## src/rtl/pico_mem_pkg.sv

```systemverilog
// Shared definitions for the picorv32 native-port to single-port SRAM bridge.
// Holds the FSM encoding, the byte-to-word address offset and the range check.
package pico_mem_pkg;

  typedef enum logic [1:0] {
    ST_IDLE = 2'd0,
    ST_WAIT = 2'd1,
    ST_RESP = 2'd2
  } state_t;

  localparam int ADDR_LSB = 2;

  // Any set bit above the word-address field is out of range, so there is no aliasing.
  function automatic logic addr_in_range(input logic [31:0] addr, input int addr_w);
    return (addr >> (addr_w + ADDR_LSB)) == 32'd0;
  endfunction

endpackage

```

## src/rtl/pico_mem_bridge_if.sv

```systemverilog
// picorv32 native memory port, bundled so that the CPU side and the bridge side
// can be connected as a single port.
interface pico_mem_bridge_if;

  logic        mem_valid;
  logic [31:0] mem_addr;
  logic [31:0] mem_wdata;
  logic [3:0]  mem_wstrb;
  logic        mem_ready;
  logic [31:0] mem_rdata;

  modport master (
    output mem_valid,
    output mem_addr,
    output mem_wdata,
    output mem_wstrb,
    input  mem_ready,
    input  mem_rdata
  );

  modport slave (
    input  mem_valid,
    input  mem_addr,
    input  mem_wdata,
    input  mem_wstrb,
    output mem_ready,
    output mem_rdata
  );

endinterface

```

## src/rtl/pico_mem_bridge.sv

```systemverilog
// Bridge between the picorv32 native memory port and a 1-cycle registered-read word SRAM:
// timed mem_ready, aligned read data, byte write enables, range decode and wait states.
module pico_mem_bridge
  import pico_mem_pkg::*;
#(
  parameter int WORDS       = 32,
  parameter int ADDR_W      = 5,
  parameter int WAIT_STATES = 0
) (
  input  logic              clk,
  input  logic              resetn,
  pico_mem_bridge_if.slave  cpu,
  output logic [3:0]        ram_wen,
  output logic [ADDR_W-1:0] ram_addr,
  output logic [31:0]       ram_wdata,
  input  logic [31:0]       ram_rdata,
  output logic              bus_err,
  output logic [31:0]       err_addr
);

  state_t              state_reg;
  logic [3:0]          cnt_reg;
  logic [ADDR_W-1:0]   waddr_reg;
  logic                rd_ok_reg;
  logic                ready_reg;
  logic                bus_err_reg;
  logic [31:0]         err_addr_reg;

  logic                accept;
  logic                in_range;
  logic [ADDR_W-1:0]   cpu_waddr;

  localparam logic [3:0] WAIT_LOAD = 4'(WAIT_STATES - 1);

  assign in_range  = addr_in_range(cpu.mem_addr, ADDR_W) && (WORDS == (1 << ADDR_W));
  assign accept    = (state_reg == ST_IDLE) && cpu.mem_valid;
  assign cpu_waddr = cpu.mem_addr[ADDR_W+ADDR_LSB-1:ADDR_LSB];

  always_ff @(posedge clk) begin
    if (!resetn) begin
      state_reg    <= ST_IDLE;
      cnt_reg      <= 4'd0;
      waddr_reg    <= '0;
      rd_ok_reg    <= 1'b0;
      ready_reg    <= 1'b0;
      bus_err_reg  <= 1'b0;
      err_addr_reg <= 32'd0;
    end else begin
      ready_reg <= 1'b0;
      case (state_reg)
        ST_IDLE: begin
          if (cpu.mem_valid) begin
            waddr_reg <= cpu_waddr;
            rd_ok_reg <= in_range && (cpu.mem_wstrb == 4'h0);
            if (!in_range) begin
              bus_err_reg <= 1'b1;
              if (!bus_err_reg) begin
                err_addr_reg <= cpu.mem_addr;
              end
            end
            if (WAIT_STATES == 0) begin
              state_reg <= ST_RESP;
              ready_reg <= 1'b1;
            end else begin
              state_reg <= ST_WAIT;
              cnt_reg   <= WAIT_LOAD;
            end
          end
        end
        ST_WAIT: begin
          if (cnt_reg == 4'd0) begin
            state_reg <= ST_RESP;
            ready_reg <= 1'b1;
          end else begin
            cnt_reg <= cnt_reg - 4'd1;
          end
        end
        ST_RESP: state_reg <= ST_IDLE;
        default: state_reg <= ST_IDLE;
      endcase
    end
  end

  // The address is held after accept so the SRAM keeps re-reading the same word through RESP.
  assign ram_addr  = (state_reg == ST_IDLE) ? cpu_waddr : waddr_reg;
  assign ram_wdata = cpu.mem_wdata;
  assign ram_wen   = (resetn && accept && in_range) ? cpu.mem_wstrb : 4'h0;

  assign cpu.mem_ready = ready_reg;
  assign cpu.mem_rdata = (ready_reg && rd_ok_reg) ? ram_rdata : 32'd0;

  assign bus_err  = bus_err_reg;
  assign err_addr = err_addr_reg;

endmodule
```

## src/flat_wrapper.sv

```systemverilog
// flat-port wrapper written by rule: the top's interface ports become plain ports
module pico_mem_bridge_flat import pico_mem_pkg::*;
#(
  parameter int WORDS       = 32,
  parameter int ADDR_W      = 5,
  parameter int WAIT_STATES = 0
)
  (clk, resetn, ram_wen, ram_addr, ram_wdata, ram_rdata, bus_err, err_addr, cpu_mem_valid, cpu_mem_addr, cpu_mem_wdata, cpu_mem_wstrb, cpu_mem_ready, cpu_mem_rdata);
  pico_mem_bridge_if cpu_i ();
  input  logic clk;
  input  logic resetn;
  output logic [3:0] ram_wen;
  output logic [ADDR_W-1:0] ram_addr;
  output logic [31:0] ram_wdata;
  input  logic [31:0] ram_rdata;
  output logic bus_err;
  output logic [31:0] err_addr;
  input wire logic [$bits(cpu_i.mem_valid)-1:0] cpu_mem_valid;
  input wire logic [$bits(cpu_i.mem_addr)-1:0] cpu_mem_addr;
  input wire logic [$bits(cpu_i.mem_wdata)-1:0] cpu_mem_wdata;
  input wire logic [$bits(cpu_i.mem_wstrb)-1:0] cpu_mem_wstrb;
  output wire logic [$bits(cpu_i.mem_ready)-1:0] cpu_mem_ready;
  output wire logic [$bits(cpu_i.mem_rdata)-1:0] cpu_mem_rdata;
  assign cpu_i.mem_valid = cpu_mem_valid;
  assign cpu_i.mem_addr = cpu_mem_addr;
  assign cpu_i.mem_wdata = cpu_mem_wdata;
  assign cpu_i.mem_wstrb = cpu_mem_wstrb;
  assign cpu_mem_ready = cpu_i.mem_ready;
  assign cpu_mem_rdata = cpu_i.mem_rdata;
  pico_mem_bridge #(.WORDS(WORDS), .ADDR_W(ADDR_W), .WAIT_STATES(WAIT_STATES)) u_core (.clk(clk), .resetn(resetn), .cpu(cpu_i), .ram_wen(ram_wen), .ram_addr(ram_addr), .ram_wdata(ram_wdata), .ram_rdata(ram_rdata), .bus_err(bus_err), .err_addr(err_addr));
endmodule
```

## config.mk

```make
export PLATFORM = sky130hd
export DESIGN_NAME = pico_mem_bridge_flat
export DESIGN_NICKNAME = d
export VERILOG_FILES = /design/src/rtl/pico_mem_pkg.sv /design/src/rtl/pico_mem_bridge_if.sv /design/src/rtl/pico_mem_bridge.sv /design/src/flat_wrapper.sv
export SDC_FILE = /design/constraint.sdc
export NUM_CORES = 1
export LEC_CHECK = 0
export BUFFER_PORTS_ARGS = -buffer_cell sky130_fd_sc_hd__buf_2
export CORE_ASPECT_RATIO = 1.2
export CORE_UTILIZATION = 30
export CTS_CLUSTER_DIAMETER = 80
export DETAILED_ROUTE_END_ITERATION = 10
export GPL_TIMING_DRIVEN = 0
export PLACE_DENSITY = 0.71
export SYNTH_ARGS = -nofsm -noshare
export SYNTH_HDL_FRONTEND = slang
export SYNTH_SLANG_ARGS = --single-unit
```

## constraint.sdc

```tcl
create_clock -name clk -period 3.3 [get_ports clk]
set_clock_uncertainty 0.05 [all_clocks]
set_input_delay 0.66 -clock clk [delete_from_list [all_inputs] [get_ports clk]]
set_output_delay 0.66 -clock clk [all_outputs]
set_load 0.05 [all_outputs]
```

==> impl_metrics.csv, run 1 <==
group,metric,value,unit
worst_setup_path,crit_chain,"buf_2, nor4_1, and4_1, and2_1, and3_1, buf_2",
drt,first_pass_iters,4,
worst_setup_path,cpPeakStageDelay,400,ps
synthesis,syn_nets,370,
worst_setup_path,crit_fanout,4,
die,core_area,0.007232,mm^2
worst_setup_path,rr_worst_depth,7,
final_layout,nets,553,
timing,fin_crit_sh,86.61,%
timing,fin_ws,441.9,ps
synthesis,yosysUniqueCellTypes,23,
synthesis,ys.flop_type,"dfxtp_1",
synthesis,yosys_warnings,0,
timing,fmax,349.9,MHz
worst_setup_path,critical_path_depth,6,
die,rows,34,
clock_tree,cts-hold-fix-buffers,0,
clock_tree,clockBufferDepth,2,
clock_tree,clkLatencyLatePin,290,ps
synthesis,synth_area_leaders,"dfxtp_1 (37%), mux2i_1 (13%), nand2_1 (12%), buf_4 (11%), and3_1 (10%)",
clock_tree,cts_resized,0,
final_layout,syn2layout_area_growth,49.69,%
final_layout,final_cell_area,0.003358,mm^2
die,die_h,96.73,um
die,io_pins,210,
synthesis,avgSynthCellArea,8.402,um^2
worst_setup_path,worst_path_dominant_cell_family,"simple AND/OR/NAND/NOR gates",
power_and_ir_drop,power.leakage,1.924,nW
power_and_ir_drop,vdd_drop_max,0.0003001,V
global_routing,antenna_found_initial,9,
synthesis,synth_enable_flop_cells,0,
global_routing,grt_overflow,0,
global_routing,grt_max_degree,13,
timing,finalSetupViolations,0,
drt,ant_nets,0,
placed_design,io_buffer_count,176,
final_layout,drive_above_1_share,50.67,%
worst_hold_path,holdPathStages,2,
clock_tree,clkSinkCount,41,
final_layout,largest_reg_flops,32,
synthesis,synth.most_common_cell,"nand2_1",
timing,hold_violations,0,
worst_setup_path,crit_type,"primary input to primary output",
synthesis,synth_cells,267,
worst_hold_path,min_path_type,"register to register",
run,maxCapViolCount,0,
clock_tree,htree_levels,2,
synthesis,synth_top_cell_area_share,36.59,%
drt,vias_per_cell,4.565,
placed_design,place_congestion,0.7933,
die,die_w,80.94,um
synthesis,synth.ff_latch_count,41,
synthesis,synth_area_leader_cell,"dfxtp_1",
global_routing,grt_pass1_vias,2364,
clock_tree,clkTransAtPathRegs,80,ps
outcome,status,"complete, no violations",
drt,totalWireLength,8.056,mm
synthesis,synthesis.area,0.002243,mm^2
die,start_util,31.02,%
timing,grt_setup_unrepaired,"no",
worst_setup_path,endpoint_kind,"primary output",
drt,vias,2497,
worst_setup_path,crit_top_cell,"buf_2",
power_and_ir_drop,powerDensity,407.8,mW/mm^2
clock_tree,cts_tree,"built",
timing,final_max_slew_viol_count,0,
synthesis,ys_top_cells_by_count,"nand2_1 (73), dfxtp_1 (41), and3_1 (37)",
synthesis,async_flop_share,0,%
drt,drc,0,
worst_setup_path,cp_slowest_cell,"and4_1",
worst_setup_path,path_buf_inv,2,
timing,period_needed,2858,ps
power_and_ir_drop,power,1.369,mW
timing,tightest_slew,469.2,ps
final_layout,final_util,46.44,%
placed_design,place_ws,418.4,ps
final_layout,fillers,740,
clock_tree,cts_setup_buffers,0,
worst_setup_path,cp.arrival,2150,ps
timing,finalSetupTns,0,ps
placed_design,place_hpwl,6.856,mm
global_routing,grtUsageTotal,20.07,%
clock_tree,cts_buffers,5,
placed_design,dpl_cell_area,0.003237,mm^2
drt,drt-initial-drc-count,88,
worst_setup_path,worstSetupStartpointType,"primary input",
worst_setup_path,crit_required,2590,ps
synthesis,yosysSeqAreaShare,36.59,%
clock_tree,root_buffer,"clkbuf_8",
timing,slew_headroom,68.72,%
global_routing,grt_pass1_wl,11.73,mm
drt,wl_per_cell,14.73,um
die,die_area,0.007829,mm^2
-- per-stage QoR --
| stage | hold WS [ps] | cells |
|---|---|---|
| 2_1_floorplan | 390.0 | 267 |
| 3_3_place_gp | 388.6 | 533 |
| 3_5_place_dp | 396.1 | 533 |
| 4_1_cts | 407.7 | 540 |
| 5_1_grt | 423.2 | 541 |
| 6_report | 404.6 | 547 |
-- cell type report --
| type | instances | area (um^2) | share of cell area [%] |
|---|---|---|---|
| timing repair buffer | 176 | 880.8 | 26.23 |
| clock inverter | 2 | 35.03 | 1.043 |
| antenna | 7 | 17.52 | 0.5216 |
| buffer | 52 | 352.8 | 10.51 |
| sequential | 41 | 820.8 | 24.44 |
| clock buffer | 5 | 68.82 | 2.049 |
| multi-input combinational | 174 | 1070 | 31.86 |
| tap | 90 | 112.6 | 3.353 |
-- worst min-delay path: cells and delay by family, from the launching register on --
family | cells | cell delay [ps]
mux | 1 | 50
simple gates | 1 | 50
flops | 1 | 310
-- power by group --
part,switching [mW],total [mW],internal (mW)
Sequential,0.0162,0.542,0.526
Clock,0.181,0.401,0.220
Combinational,0.289,0.426,0.137
Total,0.486,1.37,0.883
-- cell usage in the layout, fill, tap and decap left out, drive strengths merged --
master	n
diode	7
o21a	1
a21oi	1
a21boi	7
nand4	1
o21ai	2
nor2b	1
clkinv	1
bufinv	1
nand2	73
clkbuf	20
and4	1
nor2	2
dfxtp	41
buf	213
nand2b	1
mux2	5
and3	37
nand3	2
nor3	1
mux2i	30
and2	3
nor4	6
-- routing by layer --
layer | GRT usage (%) | wire length, um | vias to the layer above
met1 | 20.62 | 2916 | 1109
met4 | 5.769 | 131 | 4
met3 | 10.85 | 1099 | 15
li1 | - | - | 1237
met5 | 0 | 23 | -
met2 | 34.32 | 3884 | 132
-- worst paths after layout --
kind	start	slack (ps)	endpoint
hold / removal	u_core.err_addr[12]	400	u_core.err_addr[12]
hold reg to reg	u_core.err_addr[12]	400	u_core.err_addr[12]
setup reg to reg	u_core.state_reg[1]	1660	u_core.err_addr[18]
setup / recovery	cpu_mem_addr[31]	440	ram_wen[3]
-- logic make-up after synthesis --
group | Yosys count | synth area share, %
mux | 35 | 15.90
buf+inv | 52 | 15.73
compound gates | 11 | 3.848
flops | 41 | 36.59
simple gates | 128 | 27.94
(Power assumes the default switching activity.)
==> run 2, diff against run 1 <==
--- a/config.mk
+++ b/config.mk
@@ -7,6 +7,7 @@
 export LEC_CHECK = 0
 export BUFFER_PORTS_ARGS = -buffer_cell sky130_fd_sc_hd__buf_2
 export CORE_ASPECT_RATIO = 1.2
+export CORE_MARGIN = 5
 export CORE_UTILIZATION = 30
 export CTS_CLUSTER_DIAMETER = 80
 export DETAILED_ROUTE_END_ITERATION = 10
==> run 2 against run 1 <==
Against the previous run: setup slack got worse by 24 ps; final area decreased by 0.26%; via count decreased by 0.64%; final cell count decreased by 1.1%; wire length decreased by 0.88%; sequential share of layout area increased by 0.064 points; sequential cell count unchanged; clock power increased by 3%; non-clock buffer count unchanged; first-iteration DRC count decreased by 17%; fmax decreased by 0.84%; die area increased by 19%; critical path type unchanged.
==> impl_metrics.csv, run 2 (synthesis gave the netlist of run 1 again) <==
group,metric,value,unit
die,die_h,104.7,um
clock_tree,cts_tree,"built",
drt,drt-initial-drc-count,73,
clock_tree,clkLatencyLatePin,300,ps
global_routing,grt_max_degree,15,
clock_tree,cts_resized,0,
worst_setup_path,cp.arrival,2170,ps
timing,tightest_slew,463.2,ps
timing,grt_setup_unrepaired,"no",
global_routing,grtUsageTotal,15.95,%
placed_design,place_ws,371.3,ps
drt,ant_nets,0,
worst_setup_path,endpoint_kind,"primary output",
placed_design,place_congestion,0.7207,
power_and_ir_drop,pwr-share-seq,39.2,%
global_routing,grt_overflow,0,
placed_design,io_buffer_count,176,
die,die_area,0.009315,mm^2
clock_tree,cts_setup_buffers,0,
power_and_ir_drop,vdd_drop_max,0.0002598,V
die,io_pins,210,
timing,fin_ws,417.7,ps
outcome,status,"complete, no violations",
timing,slew_headroom,69.12,%
drt,wl_per_cell,14.76,um
power_and_ir_drop,p_sw_share,35.72,%
placed_design,dpl_cell_area,0.003237,mm^2
worst_setup_path,worstSetupStartpointType,"primary input",
die,start_util,30.84,%
clock_tree,clkSinkCount,41,
power_and_ir_drop,powerDensity,413.2,mW/mm^2
power_and_ir_drop,intPower,889.5,uW
worst_setup_path,crit_fanout,4,
worst_setup_path,rr_worst_depth,7,
timing,period_needed,2882,ps
drt,vias_per_cell,4.586,
final_layout,fillers,719,
drt,totalWireLength,7.985,mm
worst_hold_path,min_path_type,"register to register",
timing,fmax,346.9,MHz
timing,timing.hold.ws,409.6,ps
global_routing,grt_pass1_wl,11.83,mm
global_routing,antenna_found_initial,0,
power_and_ir_drop,power,1.384,mW
final_layout,final_cell_area,0.003349,mm^2
final_layout,insertedDiodeCount,0,
global_routing,grt_pass1_vias,2436,
die,die_w,88.94,um
clock_tree,cts-hold-fix-buffers,0,
placed_design,place_hpwl,6.718,mm
clock_tree,root_buffer,"clkbuf_8",
power_and_ir_drop,power_frac_comb,30.9,%
drt,drc,0,
timing,hold_violations,0,
clock_tree,cts_buffers,5,
worst_setup_path,crit_type,"primary input to primary output",
die,core_area,0.007274,mm^2
final_layout,largest_reg_flops,32,
drt,first_pass_iters,4,
power_and_ir_drop,clockPowerShare,29.9,%
final_layout,drive_above_1_share,50.78,%
timing,finalSetupViolations,0,
run,maxCapViolCount,0,
worst_hold_path,holdPathStages,2,
final_layout,nets,553,
power_and_ir_drop,power.leakage,1.928,nW
final_layout,final_common_cell,"buf_2",
worst_setup_path,crit_required,2590,ps
clock_tree,clkTransAtPathRegs,80,ps
die,rows,34,
timing,final_max_slew_viol_count,0,
final_layout,syn2layout_area_growth,49.30,%
timing,fin_crit_sh,87.34,%
clock_tree,htree_levels,2,
clock_tree,clockBufferDepth,2,
drt,vias,2481,
final_layout,final_cell_mix,"buf_2 (176), nand2_1 (73), dfxtp_1 (41)",
timing,finalSetupTns,0,ps
power_and_ir_drop,switchingPower,494.4,uW
## run 2: metrics by stage
step | utilization [%] | std cells
2_1_floorplan | - | 267
3_3_place_gp | 44.50 | 533
3_5_place_dp | 44.50 | 533
4_1_cts | 46.04 | 541
5_1_grt | 46.04 | 541
6_report | 46.04 | 541
## run 2: critical path, cell delays in order
cell    delay [ps]
buf_2          110
nor4_1         360
and4_1         380
and2_1         220
and3_1         170
buf_2          260
## run 2: per-layer routing
layer	GRT usage [%]	vias to the layer above	wire length, um
met5	0	-	0
met4	4.787	0	150
met3	4.961	10	938
met2	31.00	119	4177
met1	15.41	1125	2718
li1	-	1227	-
## run 2: area by class of cell
type                    instances  area, um^2  share of cell area [%]
plain buffers                  52       352.8                   10.53
clock buffers                   5       68.82                   2.055
clock inverters                 3       43.79                   1.307
multi-input cells             174        1070                   31.94
flip-flops and latches         41       820.8                   24.51
well taps                      90       112.6                   3.362
repair buffers                176       880.8                   26.30
## run 2: path summary, 6_finish.rpt
check,start,slack [ps],end
worst min-delay path,u_core.err_addr[16],410,u_core.err_addr[16]
worst max-delay path,cpu_mem_addr[31],420,ram_wen[3]
worst min register to register,u_core.err_addr[16],410,u_core.err_addr[16]
worst max register to register,u_core.state_reg[1],1670,u_core.err_addr[2]
## run 2: power by group through the flow
stage / Combinational (mW) / Sequential [mW] / Clock, mW
after floorplan: 0.215 / 0.647 / 0
after global placement: 0.427 / 0.552 / 0
after detailed placement: 0.432 / 0.554 / 0
after CTS: 0.433 / 0.543 / 0.430
after global routing: 0.454 / 0.546 / 0.448
final: 0.427 / 0.542 / 0.414
==> run 3, diff against run 2 <==
--- a/config.mk
+++ b/config.mk
@@ -6,13 +6,12 @@
 export NUM_CORES = 1
 export LEC_CHECK = 0
 export BUFFER_PORTS_ARGS = -buffer_cell sky130_fd_sc_hd__buf_2
-export CORE_ASPECT_RATIO = 1.2
 export CORE_MARGIN = 5
 export CORE_UTILIZATION = 30
 export CTS_CLUSTER_DIAMETER = 80
 export DETAILED_ROUTE_END_ITERATION = 10
 export GPL_TIMING_DRIVEN = 0
-export PLACE_DENSITY = 0.71
+export PLACE_DENSITY = 0.73
 export SYNTH_ARGS = -nofsm -noshare
 export SYNTH_HDL_FRONTEND = slang
 export SYNTH_SLANG_ARGS = --single-unit
==> constraint.sdc (replaced) <==
create_clock -name clk -period 2.65 [get_ports clk]
set_clock_uncertainty 0.05 [all_clocks]
set_input_delay 0.53 -clock clk [delete_from_list [all_inputs] [get_ports clk]]
set_output_delay 0.53 -clock clk [all_outputs]
set_load 0.05 [all_outputs]
==> run 3 against run 2 <==
Against the previous run: die area about the same; sequential power up 25%; first-iteration DRC count down 4.1%; power up 24%; critical path type unchanged; utilization up 0.31 points.
==> impl_metrics.csv, run 3 (synthesis gave the netlist of run 1 again) <==
group,metric,value,unit
drt,wl_per_cell,14.36,um
worst_setup_path,crit_required,2070,ps
clock_tree,clkLatencyLatePin,290,ps
worst_setup_path,reg2reg_setup_slack,1020,ps
worst_hold_path,min_path_type,"register to register",
drt,totalWireLength,7.898,mm
power_and_ir_drop,powerDensity,511.4,mW/mm^2
worst_setup_path,worstSetupStartpointType,"primary input",
die,start_util,30.93,%
worst_setup_path,crit_type,"primary input to primary output",
die,io_pins,210,
placed_design,place_hpwl,6.609,mm
timing,period_needed,2556,ps
clock_tree,cts_buffers,5,
die,die_h,96.48,um
timing,fin_crit_sh,96.44,%
timing,final_max_slew_viol_count,0,
drt,vias_per_cell,4.431,
timing,finalSetupViolations,0,
clock_tree,root_buffer,"clkbuf_8",
die,rows,31,
die,core_area,0.007253,mm^2
final_layout,final_cell_mix,"buf_2 (176), nand2_1 (73), dfxtp_1 (41)",
placed_design,place_congestion,0.7083,
drt,ant_nets,0,
timing,slew_headroom,68.75,%
timing,tightest_slew,468.8,ps
die,die_area,0.009307,mm^2
worst_hold_path,holdPathEnd,"u_core.err_addr[6]",
clock_tree,clkSinkCount,41,
worst_hold_path,min_from,"u_core.err_addr[6]",
worst_setup_path,reg2reg_to,"u_core.err_addr[29]",
global_routing,antenna_found_initial,0,
worst_setup_path,endpoint_kind,"primary output",
worst_setup_path,worstReg2RegStart,"u_core.state_reg[1]",
final_layout,multi_input_area,0.001071,mm^2
global_routing,grtUsageTotal,15.44,%
placed_design,io_buffer_count,176,
drt,drt-initial-drc-count,70,
final_layout,fillers,728,
global_routing,grt_pass1_vias,2323,
timing,finalSetupTns,0,ps
placed_design,place_ws,7.839,ps
clock_tree,cts_tree,"built",
power_and_ir_drop,vdd_drop_max,0.0003165,V
worst_setup_path,cp.arrival,1980,ps
final_layout,drive_above_1_share,51.00,%
timing,hold_violations,0,
timing,fin_ws,94.25,ps
drt,vias,2437,
clock_tree,clkTransAtPathRegs,80,ps
clock_tree,htree_levels,2,
drt,drc,0,
timing,grt_setup_unrepaired,"no",
worst_setup_path,crit_fanout,4,
final_layout,final_common_cell,"buf_2",
final_layout,insertedDiodeCount,0,
worst_setup_path,rr_worst_depth,7,
run,maxCapViolCount,0,
global_routing,grt_max_degree,15,
final_layout,largest_reg_flops,32,
timing,fmax,391.3,MHz
power_and_ir_drop,power.leakage,1.929,nW
global_routing,grt_overflow,0,
worst_hold_path,holdPathStages,2,
die,die_w,96.48,um
final_layout,syn2layout_area_growth,49.86,%
final_layout,nets,553,
drt,first_pass_iters,4,
clock_tree,clockBufferDepth,2,
final_layout,ff_latch_area,820.8,um^2
global_routing,grt_pass1_wl,11.27,mm
outcome,status,"complete, no violations",
clock_tree,cts_setup_buffers,0,
-- run 3: cell counts in the layout (fill, tap and decap cells not counted) --
Identical to the previous run, type by type.
-- run 3: metal layers --
layer / vias up / part of all wire [%] / track usage (%)
li1: 1227 / - / -
met1: 1085 / 35 / 15.93
met2: 119 / 52 / 29.66
met3: 6 / 13 / 5.422
met4: 0 / 0.77 / 3.505
met5: - / 0 / 0
-- run 3: worst max path at each step --
stage	from	endpoint	slack (ps)
finish	cpu_mem_addr[31]	ram_wen[2]	90
global route	cpu_mem_addr[19]	ram_wen[2]	7
CTS	cpu_mem_addr[31]	ram_wen[2]	7
global placement	cpu_mem_addr[31]	ram_wen[2]	40
floorplan	cpu_mem_addr[8]	ram_wen[0]	390
detailed placement	cpu_mem_addr[31]	ram_wen[2]	8
-- run 3: repair_timing --
item,CTS,global route
hold buffers,0,0
gates resized for setup,0,1
endpoints found under the setup margin,0,4
-- run 3: stage by stage --
step / total power [mW] / std cells / instance area [um^2] / util [%] / hold WS [ps]
floorplan: 1.074 / 267 / 2243 / - / 390.0
global placement: 1.217 / 542 / 3248 / 44.78 / 390.3
detailed placement: 1.225 / 542 / 3248 / 44.78 / 395.9
CTS: 1.749 / 550 / 3361 / 46.33 / 411.0
global route: 1.812 / 550 / 3362 / 46.35 / 417.3
finish: 1.719 / 550 / 3362 / 46.35 / 408.1
-- run 3: area by class of cell --
class | instances | area share, %
sequential | 41 | 24.41
multi-input combinational | 174 | 31.86
clock buffer | 5 | 2.047
timing repair buffer | 176 | 26.20
tap | 99 | 3.684
clock inverter | 3 | 1.303
buffer | 52 | 10.49
-- run 3: power by group --
group | leakage (nW) | switching, mW | total [mW] | internal, mW
Combinational | 1.53 | 0.361 | 0.531 | 0.170
Sequential | 0.337 | 0.0204 | 0.675 | 0.655
Clock | 0.0585 | 0.231 | 0.513 | 0.282
Total | 1.93 | 0.612 | 1.72 | 1.11
-- run 3: worst max-delay path, stage by stage --
cell and delay, ps:
buf_2 110, nor4_1 340, and4_2 360, and2_1 210, and3_1 170, buf_2 260
